### config.mk
export PLATFORM = sky130hd
export DESIGN_NAME = cache_mem_arbiter
export DESIGN_NICKNAME = d
export VERILOG_FILES = /design/src/rtl/cache_mem_arbiter.sv
export SDC_FILE = /design/constraint.sdc
export NUM_CORES = 1
export LEC_CHECK = 0
export BUFFER_PORTS_ARGS = -buffer_cell sky130_fd_sc_hd__buf_2
export CORE_AREA = 2 2 638 640
export DETAILED_ROUTE_END_ITERATION = 12
export DIE_AREA = 0 0 640 642
export HOLD_SLACK_MARGIN = 0.06
export PLACE_DENSITY_LB_ADDON = 0.15
export SLEW_MARGIN = 20
export SYNTH_ARGS = -nofsm -noshare
export SYNTH_HDL_FRONTEND = slang
export SYNTH_SLANG_ARGS = --single-unit
### constraint.sdc
create_clock -name clk -period 2 [get_ports clk]
set_clock_uncertainty 0.15 [all_clocks]
set_input_delay 0.1 -clock clk [delete_from_list [all_inputs] [get_ports clk]]
set_output_delay 0.1 -clock clk [all_outputs]
set_load 0.1 [all_outputs]
### src/rtl/cache_mem_arbiter.sv
// Round-robin arbiter sharing one memory bus between the I-cache and D-cache miss ports.
// Optional watchdog enabled by defining CACHE_ARB_TIMEOUT_EN.
module cache_mem_arbiter #(
  parameter int ADDR_WIDTH     = 32,
  parameter int DATA_WIDTH     = 256,
  parameter int TIMEOUT_CYCLES = 255
) (
  input  logic                  clk,
  input  logic                  reset_n,
  input  logic                  i_cyc,
  input  logic                  i_stb,
  input  logic                  i_we,
  input  logic [ADDR_WIDTH-1:0] i_addr,
  input  logic [DATA_WIDTH-1:0] i_wdata,
  output logic                  i_ack,
  output logic                  i_rty,
  output logic [DATA_WIDTH-1:0] i_rdata,
  input  logic                  d_cyc,
  input  logic                  d_stb,
  input  logic                  d_we,
  input  logic [ADDR_WIDTH-1:0] d_addr,
  input  logic [DATA_WIDTH-1:0] d_wdata,
  output logic                  d_ack,
  output logic                  d_rty,
  output logic [DATA_WIDTH-1:0] d_rdata,
  output logic                  mem_cyc,
  output logic                  mem_stb,
  output logic                  mem_we,
  output logic [ADDR_WIDTH-1:0] mem_addr,
  output logic [DATA_WIDTH-1:0] mem_wdata,
  input  logic                  mem_ack,
  input  logic                  mem_rty,
  input  logic [DATA_WIDTH-1:0] mem_rdata
);

  // state   | meaning
  // IDLE    | bus parked, outputs 0, arbitrating on cyc & stb
  // GRANT_I | I-cache owns the bus until it drops cyc
  // GRANT_D | D-cache owns the bus until it drops cyc
  typedef enum logic [1:0] {
    IDLE    = 2'd0,
    GRANT_I = 2'd1,
    GRANT_D = 2'd2
  } state_t;

  state_t state_q;
  logic   last_grant_q;
  logic   i_req;
  logic   d_req;
  logic   timeout;

  assign i_req = i_cyc & i_stb;
  assign d_req = d_cyc & d_stb;

`ifdef CACHE_ARB_TIMEOUT_EN
  localparam int CW = $clog2(TIMEOUT_CYCLES + 1);

  logic [CW-1:0] tmo_cnt_q;
  logic [CW-1:0] tmo_cnt_d;
  logic          stb_raw;

  assign stb_raw = (state_q == GRANT_I) ? i_stb :
                   (state_q == GRANT_D) ? d_stb : 1'b0;

  // Fires on the TIMEOUT_CYCLES-th stalled strobe cycle, counting the current one.
  assign timeout = stb_raw & ~mem_ack & (tmo_cnt_q == CW'(TIMEOUT_CYCLES - 1));

  always_comb begin
    tmo_cnt_d = tmo_cnt_q;
    if (state_q == IDLE || mem_ack) begin
      tmo_cnt_d = '0;
    end else if (stb_raw) begin
      tmo_cnt_d = tmo_cnt_q + CW'(1);
    end
  end

  always_ff @(posedge clk or negedge reset_n) begin
    if (!reset_n) begin
      tmo_cnt_q <= '0;
    end else begin
      tmo_cnt_q <= tmo_cnt_d;
    end
  end
`else
  logic unused_timeout_cfg;
  assign unused_timeout_cfg = ^TIMEOUT_CYCLES;
  assign timeout            = 1'b0;
`endif

  always_ff @(posedge clk or negedge reset_n) begin
    if (!reset_n) begin
      state_q      <= IDLE;
      last_grant_q <= 1'b1;
    end else begin
      case (state_q)
        IDLE: begin
          // On a tie the port that did not own the bus last wins.
          if (i_req && (!d_req || last_grant_q)) begin
            state_q      <= GRANT_I;
            last_grant_q <= 1'b0;
          end else if (d_req) begin
            state_q      <= GRANT_D;
            last_grant_q <= 1'b1;
          end
        end
        GRANT_I: if (!i_cyc || timeout) state_q <= IDLE;
        GRANT_D: if (!d_cyc || timeout) state_q <= IDLE;
        default: state_q <= IDLE;
      endcase
    end
  end

  always_comb begin
    mem_cyc   = 1'b0;
    mem_stb   = 1'b0;
    mem_we    = 1'b0;
    mem_addr  = '0;
    mem_wdata = '0;
    i_ack     = 1'b0;
    i_rty     = 1'b0;
    d_ack     = 1'b0;
    d_rty     = 1'b0;
    case (state_q)
      GRANT_I: begin
        mem_cyc   = i_cyc & ~timeout;
        mem_stb   = i_stb & ~timeout;
        mem_we    = i_we;
        mem_addr  = i_addr;
        mem_wdata = i_wdata;
        i_ack     = mem_ack & i_cyc;
        i_rty     = (mem_rty & i_cyc) | timeout;
      end
      GRANT_D: begin
        mem_cyc   = d_cyc & ~timeout;
        mem_stb   = d_stb & ~timeout;
        mem_we    = d_we;
        mem_addr  = d_addr;
        mem_wdata = d_wdata;
        d_ack     = mem_ack & d_cyc;
        d_rty     = (mem_rty & d_cyc) | timeout;
      end
      default: ;
    endcase
  end

  assign i_rdata = mem_rdata;
  assign d_rdata = mem_rdata;

endmodule
Word level (Yosys, flattened, before mapping)
Index checks and enable logic that the tools add are counted.
{"block": "totals", "ff_bits": 3, "input_bits": 842, "output_inout_bits": 807}
{"block": "op_classes", "eq_ne": 5, "mux": 16, "n_bitwise": 6, "reduce_logical": 7}
{"op": "one-hot mux 256 bit (2 select lines)", "count": 1}
{"op": "one-hot mux 32 bit (2 select lines)", "count": 1}
{"op": "2-to-1 mux 2 bit", "count": 4}
{"op": "AND 1 bit", "count": 6}
{"op": "2-to-1 mux 1 bit", "count": 6}
{"op": "one-hot mux 1 bit (2 select lines)", "count": 3}
{"op": "one-hot mux 2 bit (3 select lines)", "count": 1}
{"op": "!= test 2 bit, second input constant", "count": 2}
{"op": "!= test 3 bit, second input constant", "count": 1}
{"op": "AND reduction 3 bit", "count": 1}
{"op": "== test 2 x 1 -> 1 bit, second input constant", "count": 1}
{"op": "== test 2 bit, second input constant", "count": 1}
{"op": "logical NOT 2 bit", "count": 1}
{"op": "AND reduction 2 bit", "count": 1}
{"op": "nonzero test 2 bit", "count": 1}
{"op": "logical AND 1 bit", "count": 1}
{"op": "logical NOT 1 bit", "count": 1}
{"op": "logical OR 1 bit", "count": 1}

Longest topological paths before layout
Gate-level depths: netlist of run 1.
{"block": "logic_depth", "word_depth": 6, "ltp_mapped": 7, "depth_no_buf": 5}

Least setup slack after synthesis of run 1
OpenSTA, ideal clock, no wires.
{"block": "synth_timing", "kind": "reg2out", "start": "reg state_q[0]", "end": "out mem_wdata[10]", "arrival_time_ns": 2.451, "path_slack_ns": -0.701, "stages_incl_launch_ff": 8, "n_path_buf": 3, "cell_sequence": "dfrtp_1 -> inv_1 -> ha_1 -> buf_2 -> buf_4 -> buf_2 -> a22oi_1 -> nor2b_1"}
{"block": "synth_via", "elab_chain_cells": 2, "word_cells_on_any_way": 3, "cone_classes": "eq/ne (2); mux (1)"}
{"element": "start: declaration", "line": "46", "text": "state_t state_q;"}
{"element": "start signal: assignment", "line": "92", "text": "state_q <= IDLE;"}
{"element": "start signal: assignment", "line": "99", "text": "state_q <= GRANT_I;"}
{"element": "start signal: assignment", "line": "102", "text": "state_q <= GRANT_D;"}
{"element": "== test 2 bit / == test 2 x 1 -> 1 bit (equally long branches)", "line": "123", "text": "case (state_q)"}
{"element": "one-hot mux 256 bit (2 select lines) *", "line": "123"}
{"element": "end: declaration", "line": "30", "text": "output logic [DATA_WIDTH-1:0] mem_wdata,"}
Mark *: on every way between the ends. The rest lies on a longest branch, timed or not.

Worst setup path in the final report of run 1
{"block": "layout_timing", "start": "reg state_q[1]", "end": "out mem_wdata[64]"}
Same word-level chain as after synthesis.

==> results_dict.tcl, run 1 <==
set metrics [dict create \
    cts_tree "yes" \
    ys_seq_area_share_pct 0.892 \
    crit_type "flip-flop to output port" \
    drt-wirelength-per-cell_um 37.1 \
    io_pins 1649 \
    ys_ff_latch 3 \
    via_count 14000 \
    p_per_area_nw_per_um2 1490 \
    switching_share_pct 59.6 \
    clock.fmax_mhz 386 \
    synth-edff-count 0 \
    synth.cell_area_um2 8560 \
    area_growth_pct 253 \
    grt_pass1_wl_mm 300 \
    slew_headroom_pct 22.5 \
    cp.required_ns 1.75 \
    crit_path_end_kind "output port" \
    track_usage_pct 12.5 \
    synth-main-ff-cell "dfrtp_1" \
    stdcell_count 7371 \
    crit_chain "inv_2, ha_4, buf_12, buf_16, buf_16, buf_12, a22oi_2, nor2b_4, buf_12" \
    die_w_um 640 \
    setup_viol 297 \
    synth_top_area_share_pct 45.2 \
    synth.top_cells.by_area "buf_4 (45%), a22oi_1 (25%), nor2b_1 (21%)" \
    cellLeakagePower_nw 10.0 \
    hpwl_mm 243 \
    comb_power_share_pct 99.1 \
    nets 2754 \
    critical_path.max_fanout 9 \
    h-tree-depth 1 \
    status "finished with violations" \
    synth_nets 2060 \
    ys_types 21 \
    critPathLaunchType "flip-flop" \
    synth.most_common_cell "buf_4" \
    initial_core_util_pct 2.12 \
    route.detailed.drc 0 \
    tightest_slew_ns 1.16 \
    synth.yosys.warnings 0 \
    report.final.hold_viol_count 0 \
    whs_ns 0.0630 \
    fin_crit_sh_pct 130 \
    syn_area_per_cell_um2 7.05 \
    path_buf_inv 6 \
    max_stage_delay_ns 0.52 \
    p_seq_share_pct 0.2 \
    port-buffer-count 880 \
    routed_via_density 1.90 \
    crit_family "buffers and inverters" \
    coreArea_um2 404000 \
    clock-sinks 3 \
    maxCapViolCount 0 \
    clock_power_share_pct 0.7 \
    crit_arrival_ns 2.34 \
    antenna_found_initial 194 \
    overflow 0 \
    power.internal_w 0.0183 \
    layout-drive-gt1-share_pct 94.0 \
    period_needed_ns 2.59 \
    slew_viol_final 0 \
    ir_worst_vdd_mv 0.549 \
    async_flop_share_pct 100 \
    violations "negative setup slack" \
    finalPower_w 0.0451 \
    cts_buffers 3 \
    synth_area_leader_cell "buf_4" \
    critPathSlowestCell "a22oi_2" \
    crit_top_cell "buf_12" \
    fin_ws_ns -0.594 \
    p_sw_w 0.0269 \
    dp_cells 7044 \
    dieArea_um2 411000 \
    hold_path_class "primary input to output port" \
    drt_iter0_drc 1003 \
    cts_root_buffer "clkbuf_16" \
    rsz0062_at_grt "yes" \
    place.gp.congestion 0.902 \
    core.rowCount 234 \
    fp.dieH_um 642 \
    path_clk_slew_ns 0.03 \
    worstSkewPairLatency_ns 0.22 \
    drtPass1Iterations 6 \
    grt_max_degree 31 \
    wirelength_mm 274 \
    grt_pass1_vias 13200 \
    synthTopCellsByCount "buf_4 (516), nor2b_1 (291), a22oi_1 (290)" \
    syn_inst 1215 \
    cts_max_path_buffers 2 \
    drtAntennaViolNets 0 \
]
-- worst paths after layout --
path | from | endpoint | slack, ns | cells after the start
worst max-delay path | state_q[1] | mem_wdata[64] | -0.59 | 9
worst min-delay path | mem_rdata[56] | i_rdata[56] | 0.06 | 0
worst max register to register | state_q[1] | state_q[1] | -0.32 | 12
worst min register to register | last_grant_q | last_grant_q | 0.38 | 2
max in group asynchronous | reset_n | last_grant_q | 1.21 | 2
min in group asynchronous | reset_n | state_q[1] | 0.29 | 2
-- flip-flops by register name (all words and copies together) (netlist names) --
signal and flops:
state_q 2, last_grant_q 1
-- cells by family after synthesis --
family | after synthesis | share of synthesized area [%]
compound gates | 299 | 26.4
simple gates | 297 | 21.7
fa+ha+maj | 3 | 0.439
buf+inv | 613 | 50.7
flops | 3 | 0.892
-- layout make-up --
cell class                 count  area (um2)
clock buffer                   4        78.8
timing repair buffer        1299       15900
fill                       47100      374000
sequential                     3        76.3
multi-input combinational    599        7310
antenna                       35        87.6
tap                         5428        6790
inverter                       3        11.3
-- power groups by stage --
| stage | Sequential (W) | Combinational [W] | Clock, W |
|---|---|---|---|
| 2_1_floorplan | 0.000100 | 0.0206 | 0 |
| 3_3_place_gp | 0.000110 | 0.0321 | 0 |
| 3_5_place_dp | 0.000107 | 0.0326 | 0 |
| 4_1_cts | 0.000110 | 0.0422 | 0.000319 |
| 5_1_grt | 0.000113 | 0.0466 | 0.000327 |
| 6_report | 0.000110 | 0.0447 | 0.000317 |
-- through the flow --
step	area (um2)	TNS (ns)	util, %	setup WS, ns
final	30200	-113.44	7.48	-0.594
after global routing	30200	-135.40	7.46	-0.616
after CTS	27000	-135.68	6.68	-0.604
after detailed placement	22600	-80.36	5.58	-0.791
after global placement	22000	-118.57	5.43	-1.61
after floorplan	9600	-41.65	-	-0.189
-- layout by cell type (no fill, tap or decap), drive strengths merged --
master,synthesis,layout
a21oi,1,1
a22o,1,1
a22oi,291,291
a31oi,1,1
and3,4,4
buf,580,1244
bufbuf,0,1
clkbuf,30,24
dfrtp,2,2
dfstp,1,1
diode,0,35
dlygate4sd3,0,34
ha,3,3
inv,3,3
nand2,1,1
nand3,1,1
nor2b,291,291
o211a,1,1
o211ai,1,1
o21a,1,1
o22ai,2,2
-- layer usage --
metal / GRT usage, % / wire length [um] / part of all wire, %
met1: 10.7 / 81300 / 30
met2: 22.3 / 137000 / 50
met3: 10.2 / 47800 / 17
met4: 2.61 / 7040 / 2.6
met5: 0.468 / 779 / 0.28
-- repair_timing --
action                                  4_1_cts  5_1_grt
hold endpoints to repair                    114       99
endpoints found under the setup margin      297      297
hold buffers                                 73       53
cloned                                       38       20
gates resized for setup                     329      285
buffers inserted                             61       62
pin swaps                                     9       29
Note: power is estimated with default switching activity, not from simulation.
==> inputs of run 2 (changes only) <==
- PLACE_DENSITY: not set -> 0.3
- PLACE_DENSITY_LB_ADDON: 0.15 -> not set
==> results_dict.tcl, run 2 (synthesis results as in run 1) <==
set metrics [dict create \
    crit_family "buffers and inverters" \
    period_needed_ns 2.43 \
    dp_cells 6996 \
    cts_root_buffer "clkbuf_16" \
    slew_headroom_pct 21.9 \
    rsz0062_at_grt "yes" \
    violations "negative setup slack" \
    crit_chain "inv_2, ha_4, buf_6, bufbuf_16, a22oi_1, nor2b_2, buf_12" \
    cp.required_ns 1.75 \
    track_usage_pct 13.1 \
    antenna_found_initial 284 \
    final_cell_mix "buf_2 (585), buf_12 (418), nor2b_4 (216)" \
    crit_type "flip-flop to output port" \
    stdcell_count 7297 \
    cellLeakagePower_nw 9.23 \
    top_register "state_q" \
    overflow 0 \
    hpwl_mm 259 \
    finalSetupTns_ns -93.19 \
    report.final.hold_viol_count 0 \
    postLayoutCoreUtil_pct 7.07 \
    drtPass1Iterations 5 \
    critPathLaunchType "flip-flop" \
    dieArea_um2 411000 \
    place.gp.congestion 0.881 \
    routed_via_density 1.93 \
    critical_path.max_fanout 21 \
    tightest_slew_ns 1.17 \
    reg_top3 "state_q x2, last_grant_q x1" \
    multi_input_area_um2 7000 \
    cts_tree "yes" \
    drt_iter0_drc 1180 \
    grt_pass1_wl_mm 311 \
    coreArea_um2 404000 \
    setup_viol 297 \
    slew_viol_final 0 \
    maxCapViolCount 0 \
    regArea_um2 76.3 \
    fin_crit_sh_pct 122 \
    wirelength_mm 286 \
    critPathSlowestCell "bufbuf_16" \
    grt_pass1_vias 12700 \
    die_w_um 640 \
    cts_buffers 3 \
    drt-wirelength-per-cell_um 39.2 \
    initial_core_util_pct 2.12 \
    crit_path_end_kind "output port" \
    path_clk_slew_ns 0.03 \
    fill_cells 47200 \
    area_growth_pct 234 \
    hold_path_class "primary input to output port" \
    via_count 14100 \
    path_buf_inv 4 \
    clock-sinks 3 \
    layout_commonest_cell "buf_2" \
    p_per_area_nw_per_um2 1410 \
    layout-drive-gt1-share_pct 92.2 \
    max_stage_delay_ns 0.39 \
    cts_max_path_buffers 2 \
    fp.dieH_um 642 \
    largest_register_ff_count 2 \
    core.rowCount 234 \
    route.detailed.drc 0 \
    ir_worst_vdd_mv 0.392 \
    status "finished with violations" \
    h-tree-depth 1 \
    crit_arrival_ns 2.18 \
    clock.fmax_mhz 411 \
    port-buffer-count 880 \
    grt_max_degree 36 \
    drtAntennaViolNets 0 \
    nets 2657 \
    worstSkewPairLatency_ns 0.22 \
    fin_ws_ns -0.435 \
    io_pins 1649 \
]
[run 2: metal layers]
layer / part of all wire [%] / global-route usage (%) / vias up
met3: 21 / 12.7 / 649
met5: 0.50 / 0.748 / -
li1: - / - / 4943
met1: 28 / 10.5 / 6330
met4: 3.4 / 3.65 / 138
met2: 48 / 22.1 / 1998
[run 2: worst register-to-register path, delay by kind of cell, from the launching register on]
family | cells | cell delay (ns)
AO/OA/AOI/OAI | 3 | 0.47
buffers and inverters | 5 | 0.77
adder cells (fa/ha/maj) | 1 | 0.20
flip-flops | 1 | 0.38
[run 2: worst paths after layout]
kind                                startpoint           end  slack [ns]  cells after the start
worst max-delay path                state_q[0]   mem_addr[0]       -0.43                      7
max in group asynchronous              reset_n  last_grant_q        1.12                      2
worst max register to register      state_q[0]    state_q[1]       -0.09                      9
worst min register to register    last_grant_q  last_grant_q        0.39                      2
min in group asynchronous              reset_n    state_q[0]        0.35                      2
worst min-delay path            mem_rdata[212]  i_rdata[212]        0.06                      0
[run 2: power by group]
part           leakage (nW)  switching (W)  total [W]  internal (W)
logic                  9.15         0.0243     0.0398        0.0155
registers            0.0368      0.0000182   0.000108     0.0000896
clock network        0.0385      0.0000506   0.000313      0.000263
[run 2: cell type report]
class	count	area share, %
inverters	3	0.0394
multi-input cells	599	24.5
well taps	5428	23.7
clock buffers	4	0.276
diodes	58	0.508
repair buffers	1202	50.7
flip-flops and latches	3	0.267
[run 2: per-stage QoR]
stage | instance area [um2] | hold WS [ns] | power [W] | setup WS [ns]
final | 28600 | 0.0633 | 0.0403 | -0.435
after global routing | 28500 | 0.0599 | 0.0417 | -0.494
after CTS | 26000 | 0.0602 | 0.0373 | -0.523
after detailed placement | 21900 | -0.195 | 0.0304 | -0.691
after global placement | 21900 | -0.193 | 0.0304 | -0.665
after floorplan | 9600 | -0.346 | 0.0207 | -0.189
[run 2: repair_timing]
item,4_1_cts,5_1_grt
gates cloned,30,16
buffers inserted,50,35
endpoints found under the hold margin,127,84
hold buffers,81,45
endpoints found under the setup margin,297,297
gates resized for setup,264,248
pin swaps,10,19
==> inputs of run 3 (changes only) <==
==> constraint.sdc (replaced) <==
create_clock -name clk -period 2 [get_ports clk]
set_clock_uncertainty 0.15 [all_clocks]
set_input_delay 0.3 -clock clk [delete_from_list [all_inputs] [get_ports clk]]
set_output_delay 0.3 -clock clk [all_outputs]
set_load 0.1 [all_outputs]
==> results_dict.tcl, run 3 (synthesis results as in run 1) <==
set metrics [dict create \
    clock_power_share_pct 0.7 \
    coreArea_um2 404000 \
    initial_core_util_pct 2.12 \
    postLayoutCoreUtil_pct 6.88 \
    slew_viol_final 0 \
    setup_viol 297 \
    comb_power_share_pct 99.0 \
    p_per_area_nw_per_um2 1530 \
    overflow 0 \
    crit_arrival_ns 2.31 \
    max_stage_delay_ns 0.57 \
    whs_ns 0.338 \
    period_needed_ns 2.76 \
    status "finished with violations" \
    routed_via_density 1.75 \
    crit_chain "inv_2, ha_4, buf_4, buf_8, buf_12, a22oi_2, nor2b_4, buf_12" \
    place.gp.congestion 0.828 \
    violations "negative setup slack" \
    cts_tree "yes" \
    via_count 12600 \
    drt_iter0_drc 828 \
    port-buffer-count 880 \
    reg_top3 "state_q x2, last_grant_q x1" \
    critPathLaunchType "flip-flop" \
    p_seq_share_pct 0.3 \
    dieArea_um2 411000 \
    top_register "state_q" \
    fin_crit_sh_pct 138 \
    tightest_slew_ns 0.688 \
    cts_root_buffer "clkbuf_16" \
    largest_register_ff_count 2 \
    route.detailed.drc 0 \
    final_cell_mix "buf_2 (585), buf_12 (368), a22oi_2 (252)" \
    regArea_um2 76.3 \
    fill_cells 47200 \
    fin_ws_ns -0.761 \
    layout-drive-gt1-share_pct 97.0 \
    stdcell_count 7221 \
    nets 2606 \
    cts_buffers 3 \
    ir_worst_vdd_mv 0.432 \
    area_growth_pct 225 \
    grt_pass1_wl_mm 307 \
    track_usage_pct 12.9 \
    fp.dieH_um 642 \
    slew_headroom_pct 54.2 \
    grt_pass1_vias 12600 \
    grt_max_degree 30 \
    worstSkewPairLatency_ns 0.22 \
    clock-sinks 3 \
    crit_top_cell "buf_12" \
    drtPass1Iterations 5 \
    critPathSlowestCell "a22oi_2" \
    crit_path_end_kind "output port" \
    io_pins 1649 \
    h-tree-depth 1 \
    wirelength_mm 277 \
    clock.fmax_mhz 362 \
    cellLeakagePower_nw 8.80 \
    report.final.hold_viol_count 0 \
    placed_area_um2 22900 \
    drtAntennaViolNets 0 \
    core.rowCount 234 \
    p_sw_w 0.0247 \
    layout_commonest_cell "buf_2" \
    crit_type "flip-flop to output port" \
    rsz0062_at_grt "yes" \
    path_clk_slew_ns 0.03 \
    die_w_um 640 \
    cts_max_path_buffers 2 \
    switching_share_pct 58.0 \
    critical_path.max_fanout 15 \
    cp.required_ns 1.55 \
    multi_input_area_um2 7370 \
    antenna_found_initial 152 \
    power.internal_w 0.0179 \
    fin_area_um2 27800 \
    maxCapViolCount 0 \
    dp_cells 7036 \
    hpwl_mm 251 \
    hold_path_class "primary input to flip-flop" \
    drt-wirelength-per-cell_um 38.4 \
]
## run 3: cell types whose count changed in the layout (fill, tap and decap cells not counted), sizes merged
cell and change:
dlygate4sd3 -34, diode -25, buf -12, clkbuf -4
bufbuf -1
## run 3: final timing paths
kind / start / to / slack (ns) / depth (start not counted)
worst max-delay path: state_q[1] / mem_wdata[62] / -0.76 / 8
worst min-delay path: i_stb / state_q[0] / 0.34 / 3
worst max register to register: state_q[1] / state_q[0] / -0.13 / 10
worst min register to register: last_grant_q / last_grant_q / 0.38 / 2
max in group asynchronous: reset_n / last_grant_q / 0.91 / 2
min in group asynchronous: reset_n / state_q[1] / 0.59 / 2
## run 3: per-stage QoR
| stage | power (W) | worst slack [ns] | TNS [ns] |
|---|---|---|---|
| finish | 0.0426 | -0.761 | -169.83 |
| CTS | 0.0430 | -0.793 | -181.74 |
| floorplan | 0.0223 | -0.389 | -55.78 |
| detailed placement | 0.0330 | -1.09 | -117.41 |
| global route | 0.0443 | -0.752 | -190.41 |
| global placement | 0.0330 | -1.18 | -124.96 |
## run 3: repair_timing
| action | 4_1_cts | 5_1_grt |
|---|---|---|
| buffers inserted | 82 | 34 |
| gates resized for setup | 390 | 133 |
| hold buffers | 1 | 0 |
| cloned | 48 | 12 |
| pin swaps | 20 | 26 |
| endpoints found under the hold margin | 3 | 0 |
| setup endpoints to repair | 297 | 297 |
## run 3: power by group through the flow
stage / clock network [W] / logic [W] / registers (W)
6_report: 0.000318 / 0.0421 / 0.000110
5_1_grt: 0.000333 / 0.0438 / 0.000113
4_1_cts: 0.000324 / 0.0426 / 0.000109
3_5_place_dp: 0 / 0.0329 / 0.000114
3_3_place_gp: 0 / 0.0329 / 0.000115
2_1_floorplan: 0 / 0.0222 / 0.000103
## run 3: final cells by class
type	instances	share of cell area, %
inverter	3	0.0405
timing repair buffer	1151	48.2
clock buffer	4	0.283
antenna	33	0.297
tap	5428	24.4
sequential	3	0.274
multi-input combinational	599	26.5
## run 3: critical path, delay by kind of cell (launching register included)
kind / cells / cell delay, ns
buf+inv: 5 / 0.72
compound gates: 1 / 0.57
flops: 1 / 0.37
fa+ha+maj: 1 / 0.24
simple gates: 1 / 0.13
## run 3: metal layers
metal	up-vias	global-route usage, %	part of all wire (%)
met5	-	0.397	0.25
met4	52	3.25	3.5
met3	411	10.8	19
met2	1626	24.8	53
met1	5734	9.25	25
li1	4813	-	-
